===== config.mk =====
export PLATFORM = sky130hd
export DESIGN_NAME = playlist_mcu_flat
export DESIGN_NICKNAME = d
export VERILOG_FILES = /design/src/rtl/playlist_if.sv /design/src/rtl/playlist_mcu.sv /design/src/flat_wrapper.sv
export SDC_FILE = /design/constraint.sdc
export NUM_CORES = 1
export LEC_CHECK = 0
export BUFFER_PORTS_ARGS = -buffer_cell sky130_fd_sc_hd__clkbuf_2
export CAP_MARGIN = 25
export CORE_AREA = 2 2 39 41
export CTS_CLUSTER_SIZE = 24
export DETAILED_ROUTE_END_ITERATION = 8
export DIE_AREA = 0 0 41 43
export PLACE_DENSITY = 0.73
export REMOVE_ABC_BUFFERS = 1
export SLEW_MARGIN = 30
export SYNTH_ARGS = -nofsm -noshare
export SYNTH_HDL_FRONTEND = slang
export SYNTH_SLANG_ARGS = --single-unit

===== constraint.sdc =====
create_clock -name clk -period 5.1 [get_ports clk]
set_clock_uncertainty 0.05 [all_clocks]
set_input_delay 1.02 -clock clk [delete_from_list [all_inputs] [get_ports clk]]
set_output_delay 1.02 -clock clk [all_outputs]
set_load 0.05 [all_outputs]

===== src/rtl/playlist_if.sv =====
// Button pulses and player-control outputs shared between the playlist controller and its environment.
interface playlist_if #(
  parameter int SONG_W = 2
);
  logic              play_button;
  logic              next_button;
  logic              prev_button;
  logic              mode_button;
  logic              song_done;
  logic              play;
  logic              reset_player;
  logic [SONG_W-1:0] song;
  logic [1:0]        state;
  logic [1:0]        repeat_mode;

  modport master (
    output play_button, next_button, prev_button, mode_button, song_done,
    input  play, reset_player, song, state, repeat_mode
  );

  modport slave (
    input  play_button, next_button, prev_button, mode_button, song_done,
    output play, reset_player, song, state, repeat_mode
  );
endinterface


===== src/rtl/playlist_mcu.sv =====
// Playlist controller: sequences songs for song_player with prev/next, repeat modes,
// end-of-playlist stop and a multi-cycle player reset on every track change.
module playlist_mcu #(
  parameter int NUM_SONGS     = 4,
  parameter int SONG_W        = 2,
  parameter int CHANGE_CYCLES = 2,
  parameter int AUTO_RESUME   = 1
) (
  input  logic        clk,
  input  logic        reset_n,
  playlist_if.slave   bus
);
  localparam int CNT_W = (CHANGE_CYCLES > 1) ? $clog2(CHANGE_CYCLES) : 1;
  localparam logic [SONG_W-1:0] LAST_SONG = SONG_W'(NUM_SONGS - 1);
  localparam logic [CNT_W-1:0]  LAST_CNT  = CNT_W'(CHANGE_CYCLES - 1);

  typedef enum logic [1:0] {
    ST_PAUSE  = 2'b00,
    ST_PLAY   = 2'b01,
    ST_CHANGE = 2'b10,
    ST_END    = 2'b11
  } state_t;

  typedef enum logic [1:0] {
    RPT_OFF = 2'b00,
    RPT_ALL = 2'b01,
    RPT_ONE = 2'b10
  } rpt_t;

  state_t            r_state;
  rpt_t              r_mode;
  logic [SONG_W-1:0] r_song;
  logic [CNT_W-1:0]  r_cnt;
  logic              r_resume;

  state_t            w_state_nxt;
  rpt_t              w_mode_nxt;
  logic [SONG_W-1:0] w_song_nxt;
  logic [CNT_W-1:0]  w_cnt_nxt;
  logic              w_resume_nxt;
  logic              w_auto;

  // Explicit wrap at NUM_SONGS so non-power-of-two playlists stay in range.
  function automatic logic [SONG_W-1:0] f_inc(input logic [SONG_W-1:0] s);
    return (s == LAST_SONG) ? '0 : s + SONG_W'(1);
  endfunction

  function automatic logic [SONG_W-1:0] f_dec(input logic [SONG_W-1:0] s);
    return (s == '0) ? LAST_SONG : s - SONG_W'(1);
  endfunction

  function automatic rpt_t f_mode_step(input rpt_t m);
    case (m)
      RPT_OFF: return RPT_ALL;
      RPT_ALL: return RPT_ONE;
      default: return RPT_OFF;
    endcase
  endfunction

  assign w_auto = (AUTO_RESUME != 0);

  always_ff @(posedge clk or negedge reset_n) begin
    if (!reset_n) begin
      r_state  <= ST_PAUSE;
      r_mode   <= RPT_OFF;
      r_song   <= '0;
      r_cnt    <= '0;
      r_resume <= 1'b0;
    end else begin
      r_state  <= w_state_nxt;
      r_mode   <= w_mode_nxt;
      r_song   <= w_song_nxt;
      r_cnt    <= w_cnt_nxt;
      r_resume <= w_resume_nxt;
    end
  end

  always_comb begin
    w_state_nxt  = r_state;
    w_song_nxt   = r_song;
    w_cnt_nxt    = r_cnt;
    w_resume_nxt = r_resume;
    w_mode_nxt   = bus.mode_button ? f_mode_step(r_mode) : r_mode;

    // Every branch that leaves for CHANGE loads the target song and clears the counter.
    case (r_state)
      ST_PAUSE: begin
        if (bus.play_button) begin
          w_state_nxt = ST_PLAY;
        end else if (bus.next_button) begin
          w_state_nxt = ST_CHANGE; w_song_nxt = f_inc(r_song); w_cnt_nxt = '0; w_resume_nxt = 1'b0;
        end else if (bus.prev_button) begin
          w_state_nxt = ST_CHANGE; w_song_nxt = f_dec(r_song); w_cnt_nxt = '0; w_resume_nxt = 1'b0;
        end
      end
      ST_PLAY: begin
        if (bus.play_button) begin
          w_state_nxt = ST_PAUSE;
        end else if (bus.next_button) begin
          w_state_nxt = ST_CHANGE; w_song_nxt = f_inc(r_song); w_cnt_nxt = '0; w_resume_nxt = w_auto;
        end else if (bus.prev_button) begin
          w_state_nxt = ST_CHANGE; w_song_nxt = f_dec(r_song); w_cnt_nxt = '0; w_resume_nxt = w_auto;
        end else if (bus.song_done) begin
          if (r_mode == RPT_ONE) begin
            w_state_nxt = ST_CHANGE; w_cnt_nxt = '0; w_resume_nxt = 1'b1;
          end else if (r_mode == RPT_OFF && r_song == LAST_SONG) begin
            w_state_nxt = ST_END;
          end else begin
            w_state_nxt = ST_CHANGE; w_song_nxt = f_inc(r_song); w_cnt_nxt = '0; w_resume_nxt = 1'b1;
          end
        end
      end
      ST_CHANGE: begin
        if (r_cnt == LAST_CNT) begin
          w_state_nxt = r_resume ? ST_PLAY : ST_PAUSE;
        end else begin
          w_cnt_nxt = r_cnt + CNT_W'(1);
        end
      end
      ST_END: begin
        if (bus.play_button) begin
          w_state_nxt = ST_CHANGE; w_song_nxt = '0; w_cnt_nxt = '0; w_resume_nxt = 1'b1;
        end else if (bus.next_button) begin
          w_state_nxt = ST_CHANGE; w_song_nxt = '0; w_cnt_nxt = '0; w_resume_nxt = 1'b0;
        end else if (bus.prev_button) begin
          w_state_nxt = ST_CHANGE; w_song_nxt = LAST_SONG; w_cnt_nxt = '0; w_resume_nxt = 1'b0;
        end
      end
      default: begin
        w_state_nxt = ST_PAUSE;
      end
    endcase
  end

  assign bus.play         = (r_state == ST_PLAY);
  assign bus.reset_player = (r_state == ST_CHANGE);
  assign bus.state        = r_state;
  assign bus.song         = r_song;
  assign bus.repeat_mode  = r_mode;
endmodule


===== src/flat_wrapper.sv =====
// flat-port wrapper written by rule: the top's interface ports become plain ports
module playlist_mcu_flat 
#(
  parameter int NUM_SONGS     = 4,
  parameter int SONG_W        = 2,
  parameter int CHANGE_CYCLES = 2,
  parameter int AUTO_RESUME   = 1
)
  (clk, reset_n, bus_play_button, bus_next_button, bus_prev_button, bus_mode_button, bus_song_done, bus_play, bus_reset_player, bus_song, bus_state, bus_repeat_mode);
  playlist_if #(.SONG_W(SONG_W)) bus_i ();
  input  logic clk;
  input  logic reset_n;
  input wire logic [$bits(bus_i.play_button)-1:0] bus_play_button;
  input wire logic [$bits(bus_i.next_button)-1:0] bus_next_button;
  input wire logic [$bits(bus_i.prev_button)-1:0] bus_prev_button;
  input wire logic [$bits(bus_i.mode_button)-1:0] bus_mode_button;
  input wire logic [$bits(bus_i.song_done)-1:0] bus_song_done;
  output wire logic [$bits(bus_i.play)-1:0] bus_play;
  output wire logic [$bits(bus_i.reset_player)-1:0] bus_reset_player;
  output wire logic [$bits(bus_i.song)-1:0] bus_song;
  output wire logic [$bits(bus_i.state)-1:0] bus_state;
  output wire logic [$bits(bus_i.repeat_mode)-1:0] bus_repeat_mode;
  assign bus_i.play_button = bus_play_button;
  assign bus_i.next_button = bus_next_button;
  assign bus_i.prev_button = bus_prev_button;
  assign bus_i.mode_button = bus_mode_button;
  assign bus_i.song_done = bus_song_done;
  assign bus_play = bus_i.play;
  assign bus_reset_player = bus_i.reset_player;
  assign bus_song = bus_i.song;
  assign bus_state = bus_i.state;
  assign bus_repeat_mode = bus_i.repeat_mode;
  playlist_mcu #(.NUM_SONGS(NUM_SONGS), .SONG_W(SONG_W), .CHANGE_CYCLES(CHANGE_CYCLES), .AUTO_RESUME(AUTO_RESUME)) u_core (.clk(clk), .reset_n(reset_n), .bus(bus_i));
endmodule

==> summary.txt <==
Root Driver -> clkbuf_4
pwr dens -> 751 nW/um^2
DIE AREA -> 1760 sq um
ant diodes -> 0
FMAX -> 386 MHz
area leader, netlist -> dfrtp_1
initial antenna violation count -> 0
P&R area growth vs syn -> 13.5%
routed len/inst -> 14.6 microns
Initial Util -> 42.8%
aggregate global routing overflow -> 0
P_leak -> 0.304 nW
final cell count without fillers -> 88
Max Cap Violations -> 0
met1 Use GR -> 23.1%
unrepaired setup endpoints after global routing -> false
final antenna-violating net count -> 0
Worst-path clk slew -> 0.06 ns
DP HPWL -> 922 microns
vias in the first global route -> 433
Arrival @ worst endpoint -> 1.52 ns
die height -> 43 microns
core area -> 1380 sq um
setup slack after layout -> 2.51 ns
later-pin clock latency in the skew report -> 0.26 ns
DIE WIDTH -> 41 microns
I/O Pins -> 15
final setup TNS -> 0 ns
Crit Path Class -> reg -> out
TritonCTS Sinks -> 8
slew margin rel. -> 66.7%
GRT Resource Usage Total -> 16.4%
Yosys reg bits -> 8
Clock H-tree levels -> 1
final critical-path required period -> 2.59 ns
CP max stage delay -> 0.52 ns
final net count -> 82
vias per inst -> 5.93
share of layout cells above drive strength 1 -> 34.7%
post_cts resized -> 0
TritonCTS clock tree -> done
CTS buffer count -> 3
clk buf depth -> 2
Top FF cell, synth -> dfrtp_1
WP data required -> 4.03 ns
number of synthesized flops with an enable pin -> 0
top cell type's share of synthesized area -> 33.8%
outcome -> finished clean
vias -> 522
Slowest-stage cell, CP -> dfrtp_1
slew at the pin with the worst max-slew slack -> 0.500 ns
Finish-stage setup viols -> 0
dpl cells -> 85
Synth Warn # -> 0
most common cell in the netlist -> dfrtp_1
met2 usage -> 21.9%
mapped cell area -> 592 sq um
IR drop worst, VDD -> 284 uV
Async SR Flop Fraction -> 100%
footprint of the multi-input gates -> 344 sq um
startpoint types -> flip-flop
GRT met3 Usage -> 3.66%
Final Cycle Share -> 50.9%
Post-Route WL -> 1.29 mm
register area -> 200 sq um
synth cell count leaders -> dfrtp_1, inv_1, nand2_1, a21oi_1, nor2_1
pin count of the biggest net entering global routing -> 14
Syn Inst Count -> 59
fin. max-slew vios -> 0
cells along the critical path -> inv_1, nor2_1, clkbuf_2
port buffer count -> 14
Max FO, Critical Path -> 10
Filler Cells Inserted -> 140
Fin. Hold Viols -> 0
mean post-synth cell area -> 10.0 sq um
Top Usage Layer GRT -> met1
global-route wire length before repair -> 1.92 mm
Cell Rows -> 14
drt first pass iters -> 4
unique cell type count in the Yosys netlist -> 34
type of the most critical hold path -> reg -> reg
DRT iter0 DRCs -> 19
top cells by area, synth -> dfrtp_1, a2111oi_4, buf_6, mux2_1, mux2_2
GP Congestion -> 0.813
number of remaining DRC errors -> 0
Post-CTS Setup Repair Bufs -> 0
crit path capture type -> output port
sequential area share after synthesis -> 33.8%
pre-CTS setup slack -> 2.74 ns
# hold bufs at CTS -> 0
Buf+Inv Stages, Crit Path -> 2
Crit path max-delay family -> buffers and inverters
sequential cells by signal, indices dropped and copies added, names as in the netlist:
signal                  count
u_core.r_cnt                1
u_core.bus.state            2
u_core.r_resume             1
u_core.bus.song             2
u_core.bus.repeat_mode      2
report_power, final:
part / internal, mW / leakage (nW) / switching, mW
logic: 0.105 / 0.196 / 0.203
clock network: 0.0271 / 0.0138 / 0.0247
registers: 0.0954 / 0.0946 / 0.0502
total: 0.227 / 0.304 / 0.278
per-layer routing:
layer / wire length, microns / up-vias / share of wire (%)
met3: 88 / 4 / 6.8
met4: 38 / 0 / 3.0
li1: - / 248 / -
met5: 0 / - / 0
met1: 572 / 251 / 44
met2: 587 / 19 / 46
worst register-to-register path: stages (launching register included):
cell and delay [ns]:
dfrtp_1 0.41, ha_1 0.25, o21bai_1 0.22, a2111oi_4 0.10, a2111oi_2 0.37, mux2_1 0.36
through the flow:
step | instance area [sq um] | power (mW) | utilization (%) | hold slack (ns)
floorplan | 559 | 0.381 | - | 0.421
global placement | 649 | 0.444 | 46.9 | 0.452
detailed placement | 649 | 0.453 | 46.9 | 0.457
CTS | 672 | 0.505 | 48.6 | 0.466
global route | 672 | 0.538 | 48.6 | 0.502
finish | 672 | 0.505 | 48.6 | 0.476
cells in the final DEF (no fill, tap or decap), drive strengths merged:
cell type	count
a211oi	1
or3	1
a311o	1
o221ai	1
a2111oi	2
o32ai	1
nor3b	1
a21o	1
a22oi	1
a21oi	4
a31oi	1
and2	1
clkbuf	17
a21bo	1
ha	1
inv	4
nor3	2
mux2	4
mux2i	2
dfrtp	8
nor2	3
o21ai	3
o21bai	1
a221oi	1
o31ai	2
nand2b	2
nor2b	1
nand2	4
area by class of cell:
type / instances / area share (%)
Inverter: 4 / 2.23
Timing Repair Buffer: 14 / 10.4
Multi-Input combinational cell: 43 / 51.2
Sequential cell: 8 / 29.8
Clock buffer: 3 / 3.35
Tap cell: 16 / 2.98
path summary, 6_finish.rpt:
check,to,cells past startpoint,from,slack (ns)
max,bus_reset_player,3,u_core.bus.state[1],2.51
min,u_core.bus.state[1],1,u_core.r_cnt,0.48
max reg2reg,u_core.bus.song[0],5,u_core.bus.song[0],3.21
min reg2reg,u_core.bus.state[1],1,u_core.r_cnt,0.48
max in group asynchronous,u_core.r_cnt,1,reset_n,4.25
min in group asynchronous,u_core.bus.song[0],1,reset_n,0.55
logic make-up (layout without fill, tap and decap cells):
kind of cell / count (synthesis) / after routing / share of synthesized area, %
AOI/OAI and AO/OA: 21 / 21 / 30.2
adders and majority gates: 1 / 1 / 2.11
buffers and inverters: 8 / 21 / 8.03
DFF: 8 / 8 / 33.8
muxes: 6 / 6 / 11.0
and+or+nand+nor: 15 / 15 / 14.8
Power figures use the tool's default switching activity.
